**src/rtl/ac_motor_dead_time.sv**
```systemverilog
// rtl/ac_motor_dead_time.sv - three-phase complementary gate driver with programmable dead time
//
// Purpose:
//   Converts the phase switch commands s1..s3 into complementary high-side and
//   low-side gate signals. Every commutation passes through a dead interval of
//   D = max(dead_time, 1) clk cycles in which both gates of that phase are off.
//   A disable or fault forces every gate off on the next edge.
//
// Ports:
//   clk          system clock, rising edge
//   rst_n        asynchronous active-low reset
//   enable       1 = gates may conduct, 0 = all gates off
//   fault        external fault, active high, sampled on clk
//   dead_time    dead interval in clk cycles (0 behaves as 1)
//   s1, s2, s3   phase commands (1 = high side, 0 = low side)
//   gate_h       high-side gates, bit i = phase i+1
//   gate_l       low-side gates, bit i = phase i+1
//   dead_active  phase i is in its dead interval
//   fault_flag   fault shutdown in force
//
// Build option:
//   AC_MOTOR_DEAD_TIME_FAULT_LATCH_EN - when defined, fault_flag latches until
//   an edge with enable = 0 and fault = 0; otherwise it is fault delayed by one
//   cycle.

module ac_motor_dead_time #(
  parameter int unsigned DEAD_WIDTH = 8
) (
  input  logic                  clk,
  input  logic                  rst_n,
  input  logic                  enable,
  input  logic                  fault,
  input  logic [DEAD_WIDTH-1:0] dead_time,
  input  logic                  s1,
  input  logic                  s2,
  input  logic                  s3,
  output logic [2:0]            gate_h,
  output logic [2:0]            gate_l,
  output logic [2:0]            dead_active,
  output logic                  fault_flag
);

  typedef enum logic [1:0] {
    IDLE = 2'd0,
    DEAD = 2'd1,
    HI   = 2'd2,
    LO   = 2'd3
  } phase_state_e;

  phase_state_e          state_q [3];
  phase_state_e          state_d [3];
  logic [DEAD_WIDTH-1:0] cnt_q   [3];
  logic [DEAD_WIDTH-1:0] cnt_d   [3];

  logic [2:0]            s_q,           s_d;
  logic [2:0]            gate_h_q,      gate_h_d;
  logic [2:0]            gate_l_q,      gate_l_d;
  logic [2:0]            dead_active_q, dead_active_d;
  logic                  fault_flag_q,  fault_flag_d;

  logic                  off;
  logic [DEAD_WIDTH-1:0] dead_load;

  // Counter preload is D-1; a programmed 0 is stretched to a 1-cycle interval.
  always_comb begin
    dead_load = '0;
    if (dead_time != '0) begin
      dead_load = dead_time - DEAD_WIDTH'(1);
    end
  end

  // Command register and shutdown qualifier. off uses the next fault_flag so
  // the gates drop on the same edge that raises fault_flag.
  always_comb begin
    s_d = {s3, s2, s1};
`ifdef AC_MOTOR_DEAD_TIME_FAULT_LATCH_EN
    // Set by fault; held until an edge sees enable low with fault clear.
    fault_flag_d = fault | (fault_flag_q & enable);
`else
    fault_flag_d = fault;
`endif
    off = ~enable | fault_flag_d;
  end

  // Per-phase next-state logic. The phase target simply follows s_q while in
  // DEAD, so the exit decision reads s_q directly: a reversal inside the dead
  // interval redirects the exit without restarting the count.
  always_comb begin
    for (int i = 0; i < 3; i++) begin
      state_d[i] = state_q[i];
      cnt_d[i]   = cnt_q[i];

      if (off) begin
        state_d[i] = IDLE;
        cnt_d[i]   = '0;
      end else begin
        case (state_q[i])
          IDLE: begin
            state_d[i] = DEAD;
            cnt_d[i]   = dead_load;
          end
          DEAD: begin
            if (cnt_q[i] == '0) begin
              state_d[i] = s_q[i] ? HI : LO;
            end else begin
              cnt_d[i] = cnt_q[i] - DEAD_WIDTH'(1);
            end
          end
          HI: begin
            if (!s_q[i]) begin
              state_d[i] = DEAD;
              cnt_d[i]   = dead_load;
            end
          end
          LO: begin
            if (s_q[i]) begin
              state_d[i] = DEAD;
              cnt_d[i]   = dead_load;
            end
          end
          default: begin
            state_d[i] = IDLE;
            cnt_d[i]   = '0;
          end
        endcase
      end

      // Outputs decode the next state so they register on the same edge as
      // the state itself and carry no combinational path to the pins.
      gate_h_d[i]      = (state_d[i] == HI);
      gate_l_d[i]      = (state_d[i] == LO);
      dead_active_d[i] = (state_d[i] == DEAD);
    end
  end

  always_ff @(posedge clk or negedge rst_n) begin
    if (!rst_n) begin
      s_q           <= '0;
      gate_h_q      <= '0;
      gate_l_q      <= '0;
      dead_active_q <= '0;
      fault_flag_q  <= 1'b0;
      for (int i = 0; i < 3; i++) begin
        state_q[i] <= IDLE;
        cnt_q[i]   <= '0;
      end
    end else begin
      s_q           <= s_d;
      gate_h_q      <= gate_h_d;
      gate_l_q      <= gate_l_d;
      dead_active_q <= dead_active_d;
      fault_flag_q  <= fault_flag_d;
      for (int i = 0; i < 3; i++) begin
        state_q[i] <= state_d[i];
        cnt_q[i]   <= cnt_d[i];
      end
    end
  end

  assign gate_h      = gate_h_q;
  assign gate_l      = gate_l_q;
  assign dead_active = dead_active_q;
  assign fault_flag  = fault_flag_q;

`ifndef SYNTHESIS
  a_no_shoot_through : assert property (
    @(posedge clk) disable iff (!rst_n) ((gate_h_q & gate_l_q) == 3'b000)
  );

  a_dead_gates_off : assert property (
    @(posedge clk) disable iff (!rst_n)
      ((dead_active_q & (gate_h_q | gate_l_q)) == 3'b000)
  );
`endif

endmodule

```
**config.mk**
```make
export PLATFORM = sky130hd
export DESIGN_NAME = ac_motor_dead_time
export DESIGN_NICKNAME = d
export VERILOG_FILES = /design/src/rtl/ac_motor_dead_time.sv
export SDC_FILE = /design/constraint.sdc
export NUM_CORES = 1
export LEC_CHECK = 0
export BUFFER_PORTS_ARGS = -buffer_cell sky130_fd_sc_hd__clkbuf_2
export CELL_PAD_IN_SITES_DETAIL_PLACEMENT = 1
export CELL_PAD_IN_SITES_GLOBAL_PLACEMENT = 1
export CORE_MARGIN = 1
export CORE_UTILIZATION = 45
export DETAILED_ROUTE_END_ITERATION = 6
export PLACE_DENSITY = 0.85
export SLEW_MARGIN = 10
export SYNTH_ARGS = -nofsm -noshare
export SYNTH_HDL_FRONTEND = slang
export SYNTH_SLANG_ARGS = --single-unit
```
**constraint.sdc**
```tcl
create_clock -name clk -period 3 [get_ports clk]
set_clock_uncertainty 0.15 [all_clocks]
set_input_delay 0.9 -clock clk [delete_from_list [all_inputs] [get_ports clk]]
set_output_delay 0.9 -clock clk [all_outputs]
set_load 0.1 [all_outputs]
```
After elaboration in Yosys (flattened, before gate mapping) --
Index checks and enable logic that the tools add are counted.
Word-level totals: word-level logic and storage cells 88, register bits after elaboration 43, bits of input ports 15, output and inout bits 10
Operators by class: eq/ne operators 27, reduce and logical (&&, ||, !) cells 10, mux-type cells 34, add/sub/neg operators 4, bitwise logic cells 2
Operators by type and width (count):
- 2-to-1 mux 8 bit | 13
- one-hot mux 8 bit (4 select lines) | 3
- subtractor 8 x 1 -> 8 bit (second input constant) | 4
- != test 3 bit (second input constant) | 9
- == test 2 bit (second input constant) | 12
- logical NOT 8 bit | 3
- 2-to-1 mux 2 bit | 12
- one-hot mux 2 bit (4 select lines) | 3
- == test 2 x 1 -> 1 bit (second input constant) | 6
- AND reduction 3 bit | 3
- nonzero test 8 bit | 1
- logical NOT 2 bit | 3
- 2-to-1 mux 1 bit | 3
- NOT 1 bit | 1
- bitwise OR 1 bit | 1

Logic depth before layout (Yosys ltp) --
word-level depth 5, gate-level depth with buffers 8, depth with buffers taken out 8

Worst setup path after synthesis --
OpenSTA, ideal clock, no wires.
kind input-to-reg, from input dead_time[0], to register cnt_q[16] in the netlist's numbering, required time 2.729 ns, slack 0.547 ns, arrival time 2.182 ns, setup time 0.121 ns, cell stages on the path 7, path buffers 0, path through inv_1 > ha_1 > nor3b_1 > and2_1 > nor2_1 > mux2_2 > a22o_1
On the way: longest elaborated chain between the ends 5, elaborated cells on any way between the ends 7, those cells by class add/sub: 1; mux: 5; reduce/logical: 1
RTL lines:
- start, declared | RTL line 33 | input logic [DEAD_WIDTH-1:0] dead_time,
- subtractor 8 x 1 -> 8 bit or nonzero test 8 bit (tied branches) | RTL line 68, 67
- 2-to-1 mux 8 bit (*) | RTL line 67 | if (dead_time != '0) begin
- 2-to-1 mux 8 bit (on tied branches) | RTL line 116, 110
- one-hot mux 8 bit (4 select lines) (*) | RTL line 97 | case (state_q[i])
- 2-to-1 mux 8 bit (*) | RTL line 93 | if (off) begin
- end signal, assigned by index | RTL line 155 | cnt_q[i] <= cnt_d[i];
- end, declared | RTL line 52 | logic [DEAD_WIDTH-1:0] cnt_q [3];
Every way passes the cells marked *; elsewhere a longest branch is shown, timed or not. The select of a mux whose other input is x is not followed. A chain may end at the register's enable or synchronous reset.

Worst setup path in the final report --
from register cnt_q[8] in the netlist's numbering, to register cnt_q[11] in the netlist's numbering
On the way: longest elaborated chain between the ends 4, elaborated cells on any way between the ends 7, those cells by class add/sub: 1; eq/ne: 1; mux: 3; reduce/logical: 2
RTL lines:
- subtractor 8 x 1 -> 8 bit | RTL line 106 | cnt_d[i] = cnt_q[i] - DEAD_WIDTH'(1);
- 2-to-1 mux 8 bit | RTL line 103 | if (cnt_q[i] == '0) begin
- one-hot mux 8 bit (4 select lines) | RTL line 97
- 2-to-1 mux 8 bit | RTL line 93
Several ways; a longest one is shown, not always the timed one. The select of a mux whose other input is x is not followed.

==> qor.tcl <==
set qor(timing.hold.worst.class) {reg2reg}
set qor(cts_root_buffer) {sky130_fd_sc_hd__clkbuf_8}
set qor(worstSkewPairLatency_ps) 300
set qor(top_level_ports) 25
set qor(sw_frac_of_total_pct) 34.07
set qor(crit-reg2reg-launch) {cnt_q[8]}
set qor(via_count) 2312
set qor(post_cts_resized) 0
set qor(postSynthRegisterBits) 43
set qor(routed_via_density) 6.133
set qor(finish.net_count) 325
set qor(period_share_pct) 81.41
set qor(finalSetupViolations) 0
set qor(ys_top_cells_by_area) {sky130_fd_sc_hd__dfrtp_1, sky130_fd_sc_hd__a32o_1, sky130_fd_sc_hd__nor2_1, sky130_fd_sc_hd__a21oi_1, sky130_fd_sc_hd__nand2_1}
set qor(worst_setup_path_end_kind) {register}
set qor(total_power_mw) 1.383
set qor(dr.pass1.iters) 4
set qor(share_seq_of_total_power_pct) 46.8
set qor(setup_repair_after_global_routing_missed_its_margin) {false}
set qor(mostFrequentLayoutCell) {sky130_fd_sc_hd__dfrtp_1}
set qor(outcome) {finished clean}
set qor(timing.slew.headroom_pct) 60.22
set qor(synth_enable_flop_cells) 0
set qor(post_dp_cell_area_mm2) 0.002770
set qor(crit_arrival_ps) 2490
set qor(post_synthesis_net_count) 298
set qor(clkSlewWorstSetupHoldPaths_ps) 80
set qor(row_count) 27
set qor(ys_seq_area_share_pct) 41.87
set qor(initial_antenna_violation_count) 0
set qor(power_switching_uw) 471.3
set qor(die_w_um) 77.57
set qor(number_of_standard_cells_after_synthesis) 277
set qor(flow.area_growth_from_synthesis_pct) 10.95
set qor(drv.max_cap_violation_count) 0
set qor(synth_area_mm2) 0.002570
set qor(route.detailed.wl_per_inst_um) 18.73
set qor(mostFrequentLayoutCells) {sky130_fd_sc_hd__dfrtp_1, sky130_fd_sc_hd__nor2_1, sky130_fd_sc_hd__clkbuf_2, sky130_fd_sc_hd__nand2_1, sky130_fd_sc_hd__a21oi_1}
set qor(detail_route.drc_violations) 0
set qor(hold_viol_final) 0
set qor(synth.largest_area_cell) {sky130_fd_sc_hd__dfrtp_1}
set qor(ys_types) 61
set qor(die_area_mm2) 0.006017
set qor(yosysWarnings) 0
set qor(antenna-diode-count) 0
set qor(post_cts_hold_buffer_count) 0
set qor(clock_tree.htree_level_count) 2
set qor(io_buffers) 24
set qor(timing.critical_path.from) {cnt_q[8]}
set qor(detailed_placement_hpwl_um) 5218
set qor(power-per-cell-area_mw_per_mm2) 485.1
set qor(postRouteAntennaNets) 0
set qor(synthFlopType) {sky130_fd_sc_hd__dfrtp_1}
set qor(die_h_um) 77.57
set qor(cts-root-to-sink-buffers) 2
set qor(number_of_drc_violations_after_detailed_routing_iteration_0) 145
set qor(fp.coreArea_mm2) 0.005507
set qor(critical_path_class) {reg2reg}
set qor(startpoint_type) {register}
set qor(fin_tns_setup_ps) 0
set qor(tritoncts_buffer_count) 5
set qor(layout-drive-gt1-share_pct) 16.39
set qor(tightest_slew_ps) 596.6
set qor(timing.final.max_slew_violations) 0
set qor(post_cts.repair.setup_buffers) 0
set qor(grt_pass1_vias) 2415
set qor(initial_core_util_pct) 46.67
set qor(vdd_drop_max_mv) 0.2393
set qor(synth.avg_cell_area_um2) 9.278
set qor(critical_path.max_fanout) 6
set qor(grt_usage_pct) 25.63
set qor(stdcell_area_mm2) 0.002851
set qor(netlist.area_leader.share_pct) 41.87
set qor(grt_pass1_wl_um) 11920
set qor(clockPowerShare_pct) 26.2
set qor(period_minus_slack_ps) 2442
set qor(maximum_number_of_pins_on_one_net_before_global_route_repair) 44
set qor(place_congestion) 0.9097
set qor(async_set_or_reset_flop_fraction_in_the_synthesized_netlist_pct) 100.0
set qor(total_leakage_power_nw) 1.333
set qor(cts_sinks) 43
set qor(max_freq_mhz) 409.4
set qor(globalRoute.totalOverflow) 0
set qor(tritoncts) {yes}
set qor(combPwrFrac_pct) 27.0
set qor(worst_hold_startpoint) {s_q[1]}
set qor(p_int_uw) 912.1
set qor(crit_required_ps) 3050
set qor(routed_wl_um) 7062
-- power groups by stage --
stage	Clock, mW	Combinational (mW)	Sequential (mW)
finish	0.362	0.373	0.648
global placement	0	0.363	0.656
detailed placement	0	0.371	0.658
global route	0.393	0.412	0.652
floorplan	0	0.241	0.679
CTS	0.374	0.374	0.647
-- stage by stage --
| stage | utilization (%) | setup WS, ps | cells | hold WS, ps |
|---|---|---|---|---|
| global route | 51.78 | 387.7 | 377 | 362.0 |
| floorplan | - | 547.3 | 277 | 301.8 |
| detailed placement | 50.31 | 301.7 | 369 | 325.9 |
| global placement | 50.31 | 336.1 | 369 | 340.0 |
| finish | 51.78 | 557.7 | 377 | 344.5 |
| CTS | 51.78 | 595.8 | 377 | 348.4 |
-- cell type report --
class	count	area [um^2]
inverters	13	48.80
clock inverters	1	5.005
fillers	672	2655
flip-flops and latches	43	1076
well taps	72	90.09
multi-input cells	209	1375
clock buffers	7	76.32
repair buffers	32	180.2
-- critical path, cell delays in order (launching register included) --
cell,delay (ps)
sky130_fd_sc_hd__dfrtp_1,430
sky130_fd_sc_hd__inv_1,80
sky130_fd_sc_hd__ha_1,210
sky130_fd_sc_hd__or4b_1,590
sky130_fd_sc_hd__nor3_1,260
sky130_fd_sc_hd__nor2_1,130
sky130_fd_sc_hd__nand2_1,180
sky130_fd_sc_hd__inv_2,90
sky130_fd_sc_hd__a32o_1,220
-- metal layers --
metal	track usage [%]	up-vias	part of all wire [%]	wire (um)
met2	40.53	57	46	3283
met5	0	-	0	0
li1	-	1079	-	-
met3	4.706	15	4.9	344
met4	10.38	0	2.2	157
met1	34.48	1161	46	3277
-- state kept, by name (all words and copies together), names as in the netlist --
| register | cells |
|---|---|
| cnt_q | 24 |
| state_q | 6 |
| dead_active | 3 |
| gate_h | 3 |
| gate_l | 3 |
| s_q | 3 |
| fault_flag | 1 |
-- synthesized netlist by cell type (3+ instances only) --
| cell | n |
|---|---|
| sky130_fd_sc_hd__nor3b_1 | 5 |
| sky130_fd_sc_hd__and2_1 | 3 |
| sky130_fd_sc_hd__nor3_1 | 12 |
| sky130_fd_sc_hd__o32ai_1 | 3 |
| sky130_fd_sc_hd__o21a_1 | 3 |
| sky130_fd_sc_hd__nor4b_1 | 4 |
| sky130_fd_sc_hd__a22o_1 | 5 |
| sky130_fd_sc_hd__nor2_1 | 25 |
| sky130_fd_sc_hd__a31oi_1 | 4 |
| sky130_fd_sc_hd__nor4_1 | 3 |
| sky130_fd_sc_hd__xnor2_1 | 3 |
| sky130_fd_sc_hd__o22ai_1 | 3 |
| sky130_fd_sc_hd__o21ai_0 | 5 |
| sky130_fd_sc_hd__nor2b_1 | 5 |
| sky130_fd_sc_hd__a32o_1 | 10 |
| sky130_fd_sc_hd__o21ai_1 | 14 |
| sky130_fd_sc_hd__or4_1 | 4 |
| sky130_fd_sc_hd__mux2i_1 | 4 |
| sky130_fd_sc_hd__nand2b_1 | 4 |
| sky130_fd_sc_hd__o211ai_1 | 6 |
| sky130_fd_sc_hd__dfrtp_1 | 43 |
| sky130_fd_sc_hd__and3_1 | 3 |
| sky130_fd_sc_hd__ha_1 | 6 |
| sky130_fd_sc_hd__a21oi_1 | 16 |
| sky130_fd_sc_hd__inv_1 | 12 |
| sky130_fd_sc_hd__nand2_1 | 21 |
| sky130_fd_sc_hd__clkbuf_1 | 8 |
| sky130_fd_sc_hd__or3_1 | 3 |
-- worst paths after layout --
path                              to  slack, ps  cells after the start
max reg2reg                cnt_q[11]        560                      8
max in group asynchronous  cnt_q[23]       1810                      2
min                        gate_l[1]        340                      1
min reg2reg                gate_l[1]        340                      1
max                        cnt_q[11]        560                      8
min in group asynchronous   cnt_q[5]        510                      2
-- cell families after synthesis --
kind of cell / count (synthesis) / synth area share, %
buffers and inverters: 25 / 4.625
adders and majority gates: 6 / 2.921
muxes: 5 / 1.996
xor gates and xnor gates: 5 / 1.704
and+or+nand+nor: 112 / 24.68
DFF: 43 / 41.87
AOI/OAI and AO/OA: 81 / 22.20
Power figures use the tool's default switching activity.
